**src/rtl/bios_bus_slave.sv**
```systemverilog
`default_nettype none
// ============================================================================
// Module   : bios_bus_slave
// Purpose  : Boot-ROM bus read port; decodes the ROM window and returns
//            byte-swapped single or burst reads.
// Revision : 1.0 - initial release
// ============================================================================
module bios_bus_slave #(
  parameter logic [31:0] BASE_ADDRESS = 32'hF000_0000,
  parameter bit          SWAP_BYTES   = 1'b1
) (
  input  logic        clock,
  input  logic        nReset,
  input  logic        beginTransactionIn,
  input  logic        endTransactionIn,
  input  logic        readNotWriteIn,
  input  logic [7:0]  burstSizeIn,
  input  logic [31:0] addressDataIn,
  output logic [10:0] romAddress,
  input  logic [31:0] romData,
  output logic [31:0] addressDataOut,
  output logic        dataValidOut,
  output logic        endTransactionOut,
  output logic        busErrorOut
);

  typedef enum logic [1:0] {
    S_IDLE  = 2'd0,
    S_READ  = 2'd1,
    S_END   = 2'd2,
    S_ERROR = 2'd3
  } state_t;

  state_t      r_state;
  state_t      w_next_state;
  logic [10:0] r_word_ptr;
  logic [7:0]  r_remaining;
  logic [31:0] r_data;
  logic        r_data_valid;
  logic        r_end;
  logic        w_hit;
  logic        w_load;
  logic        w_issue;
  logic        w_advance;
  logic [31:0] w_rom_word;
  logic [1:0]  w_unused_addr_bits;

  assign w_unused_addr_bits = addressDataIn[1:0];
  assign w_hit = beginTransactionIn && (addressDataIn[31:13] == BASE_ADDRESS[31:13]);

  generate
    if (SWAP_BYTES) begin : g_swap
      assign w_rom_word = {romData[7:0], romData[15:8], romData[23:16], romData[31:24]};
    end else begin : g_pass
      assign w_rom_word = romData;
    end
  endgenerate

  always_ff @(posedge clock or negedge nReset) begin
    if (!nReset) begin
      r_state <= S_IDLE;
    end else begin
      r_state <= w_next_state;
    end
  end

  always_comb begin
    w_next_state = r_state;
    w_load       = 1'b0;
    case (r_state)
      S_IDLE, S_END: begin
        w_next_state = S_IDLE;
        if (w_hit) begin
          w_load       = readNotWriteIn;
          w_next_state = readNotWriteIn ? S_READ : S_ERROR;
        end
      end
      S_READ: begin
        if (endTransactionIn) begin
          w_next_state = S_IDLE;
        end else if (r_remaining == 8'd0) begin
          w_next_state = S_END;
        end
      end
      S_ERROR: w_next_state = S_IDLE;
      default: w_next_state = S_IDLE;
    endcase
  end

  // An abort suppresses the word fetched in the same cycle.
  assign w_issue   = (r_state == S_READ) && !endTransactionIn;
  // The pointer only advances while more words follow, so it doubles as the
  // held ROM address once the burst finishes or is aborted.
  assign w_advance = w_issue && (r_remaining != 8'd0);

  always_ff @(posedge clock or negedge nReset) begin
    if (!nReset) begin
      r_word_ptr   <= 11'd0;
      r_remaining  <= 8'd0;
      r_data       <= 32'd0;
      r_data_valid <= 1'b0;
      r_end        <= 1'b0;
    end else begin
      if (w_load) begin
        r_word_ptr  <= addressDataIn[12:2];
        r_remaining <= burstSizeIn;
      end else if (w_advance) begin
        r_word_ptr  <= r_word_ptr + 11'd1;
        r_remaining <= r_remaining - 8'd1;
      end
      r_data_valid <= w_issue;
      r_data       <= w_issue ? w_rom_word : 32'd0;
      r_end        <= (r_state == S_END);
    end
  end

  assign romAddress        = r_word_ptr;
  assign addressDataOut    = r_data;
  assign dataValidOut      = r_data_valid;
  assign busErrorOut       = (r_state == S_ERROR);
  assign endTransactionOut = r_end || (r_state == S_ERROR);

endmodule
`default_nettype wire
```
**config.mk**
```make
export PLATFORM = sky130hd
export DESIGN_NAME = bios_bus_slave
export DESIGN_NICKNAME = d
export VERILOG_FILES = /design/src/rtl/bios_bus_slave.sv
export SDC_FILE = /design/constraint.sdc
export NUM_CORES = 1
export LEC_CHECK = 0
export ABC_AREA = 1
export CAP_MARGIN = 20
export CORE_ASPECT_RATIO = 0.8
export CORE_MARGIN = 10
export CORE_UTILIZATION = 38
export DETAILED_ROUTE_END_ITERATION = 8
export PLACE_DENSITY = 0.77
export REMOVE_ABC_BUFFERS = 1
export SLEW_MARGIN = 15
export SYNTH_ARGS = -nofsm -noshare
export SYNTH_HDL_FRONTEND = slang
export SYNTH_SLANG_ARGS = --single-unit
```
**constraint.sdc**
```tcl
create_clock -name clock -period 1.4 [get_ports clock]
set_input_delay 0.21 -clock clock [delete_from_list [all_inputs] [get_ports clock]]
set_output_delay 0.21 -clock clock [all_outputs]
set_load 0.005 [all_outputs]
```
==> impl_results.md <==
- Status: complete, but fails checks
- Failing checks: negative setup slack
- Setup CP Type: register to register
- Area taken by multi-input logic gates: 1400 um^2
- CP max stage delay: 0.42 ns
- Slew @ Worst Pin: 0.312 ns
- Cell count after placement: 587
- Mapped Area: 2760 um^2
- H-tree depth: 2
- FP Rows: 27
- Total CTS buffers: 5
- Detail Route Antenna Nets: 0
- Fmax: 650 MHz
- Nets@finish: 614
- Crit-path leading delay family: simple AND/OR/NAND/NOR gates
- Final worst setup slack: -0.137 ns
- Reg2Reg Setup Slack: -0.14 ns
- First-pass GRT wire length: 14600 um
- Vias/cell: 4.96
- CP Launch Type: register
- Crit-path slowest cell: dfrtp_1
- Layout Utilization: 73.6%
- Slew Viols, Final: 0
- Tmin final: 1.54 ns
- FF-to-FF End: romAddress[3]
- CP Max Fanout: 8
- Highest routed metal layer: met4
- RSZ-0062 raised after global routing: yes
- Initial drt markers: 199
- CTS Buffer Depth: 2
- Most frequent cells in the layout: clkdlybuf4s50_1 (78), inv_1 (63), nor2_1 (55)
- Met1 Routed Length: 3660 um
- Residual DRC: 0
- PwrDens: 596 nW/um^2
- Inserted Diodes: 0
- Clock Skews: 0.0101 ns
- HPWL after DPL: 6670 um
- Largest net degree at the start of global routing: 56
- Predominant post-synthesis flop cell: dfrtp_1
- FF+latch area: 1380 um^2
- Worst path arrival time: 1.74 ns
- Post-synth EDFFs: 0
- Ys async rst share: 100%
- Most common cell after layout, fill and taps aside: clkdlybuf4s50_1
- Leakage Power: 3.17 nW
- Worst path bufs/invs: 3
- I/O pin total: 123
- HP Class: primary input to register
- Worst setup EP type: register
- Hold Path Depth: 3
- Rel. slew slack: 79.2%
- Origin of the critical flop-to-flop path: r_remaining[4]
- Die area: 11100 um^2
- Worst-path clk slew: 0.11 ns
- Worst r2r path cells: 9
- Met3 routed WL: 1000 um
- First-pass detailed-route iteration total: 5
- Fin. Hold Viols: 0
- PortBufs: 120
- Final period util: 110%
- # clock sinks: 55
- Ratio of cells with drive above 1 in the final layout: 26.4%
- Critical Path RT: 1.60 ns
- Initial Utilization: 39.6%
- Cell count after synthesis: 358
- Die Wd: 115 um
- TritonCTS clock tree: built
- Register area share after synthesis: 49.9%
- P&R area growth vs syn: 85.8%
- WL/cell: 16.9 um
- Hold Crit Endpoint: addressDataOut[16]
- Initial antenna violation count: 0
- CTS Root Cell: clkbuf_8
- Total number of yosys warnings: 0
- Cell variety after synth: 27
- Fillers: 502
- Syn Area/Cell: 7.70 um^2
- Final cell count without fillers: 622
- Worst-skew pair later-pin latency: 0.31 ns
- Hold Startpoint: romData[8]
- Peak VDD IR: 0.408 mV
- Final Setup Violations: 34
- CP cell instances: inv_2 -> nand2_4 -> nor2_4 -> nand3_4 -> nand2_8 -> buf_6 -> clkinv_8 -> o21ai_1 -> nand3_2
- Total of max-cap violations: 0
- Die height: 96.2 um
- Core area: 6960 um^2
- Total wire length: 10500 um
- Grt total ovfl: 0
- Vias: 3088
- Vias in the first global route: 3019
- GP Congestion: 0.834
- Register bit total from synthesis: 55
- Met2 WL: 5700 um
- Gr usage total: 16.1%
-- final cells by class --
type / instances / share of cell area, %
Timing Repair Buffer: 178 / 35.7
Multi-Input combinational cell: 224 / 27.4
Tap cell: 87 / 2.13
Clock inverter: 2 / 0.684
Timing Repair inverter: 1 / 0.122
Clock buffer: 6 / 1.61
Inverter: 69 / 5.45
Sequential cell: 55 / 26.9
-- what timing repair did --
action	in CTS	in global routing
setup buffers	18	8
gates cloned	2	1
hold buffers	1	0
setup endpoints to repair	35	87
pin swaps	23	19
resized for setup	50	110
endpoints found under the hold margin	55	0
-- Yosys cell counts (2+ instances only) --
library cell,instances,area share [%]
inv_1,66,9.0
dfrtp_1,55,50
buf_6,2,0.82
clkbuf_1,3,0.41
buf_2,3,0.54
nand3_1,49,8.9
xor2_1,4,1.3
nor3_1,2,0.36
or2_2,5,1.1
ha_1,3,1.4
nand2_2,2,0.45
nand4_1,10,2.3
xnor2_1,2,0.64
o21ai_0,4,0.73
nor2_1,64,8.7
nand2_1,70,9.5
buf_4,2,0.54
inv_2,3,0.41
-- report_power, final --
group	switching, W	internal, W
logic	0.000122	0.000214
clock network	0.000547	0.000580
registers	0.0000000211	0.00159
total	0.000669	0.00238
-- registers in the layout (all words and copies together) (netlist names) --
register / flops
r_state: 2
r_remaining: 8
dataValidOut: 1
addressDataOut: 32
r_end: 1
romAddress: 11
-- stage by stage --
stage          area, um^2  TNS (ns)  power (W)  hold WS [ns]  setup WS [ns]
2_1_floorplan        2690     -2.05    0.00167       -0.0856         -0.222
3_3_place_gp         4280     -5.46    0.00193         0.231         -0.262
3_5_place_dp         4280     -6.54    0.00194         0.238         -0.281
4_1_cts              4690    -0.745    0.00306         0.393         -0.108
5_1_grt              5120     -4.82    0.00316         0.387         -0.175
6_report             5120     -1.01    0.00305         0.398         -0.137
-- cells by family after synthesis --
family                   share of synthesized area (%)
XOR/XNOR                                          1.91
adder cells (fa/ha/maj)                           1.36
buffers and inverters                             11.7
AO/OA/AOI/OAI                                     1.45
flip-flops                                        49.9
AND/OR/NAND/NOR                                   33.6
-- worst min-delay path, cell delays in order --
cell and delay, ns:
clkdlybuf4s50_1 0.39, inv_1 0.05, nor2_1 0.03
-- layer usage --
layer	GRT usage [%]	vias to the layer above
li1	-	1441
met4	2.67	0
met3	5.91	19
met2	28.7	156
met5	0	-
met1	18.3	1472
-- how the worst max path moves through the flow --
stage,slack [ns],end,cells after the start,from
6_report,-0.14,romAddress[3],9,r_remaining[4]
5_1_grt,-0.18,romAddress[3],9,r_remaining[5]
4_1_cts,-0.11,r_remaining[0],11,r_remaining[2]
3_5_place_dp,-0.28,r_remaining[6],7,addressDataIn[14]
3_3_place_gp,-0.26,romAddress[5],7,addressDataIn[14]
2_1_floorplan,-0.22,romAddress[8],8,r_state[0]
Note: power is estimated with default switching activity, not from simulation.
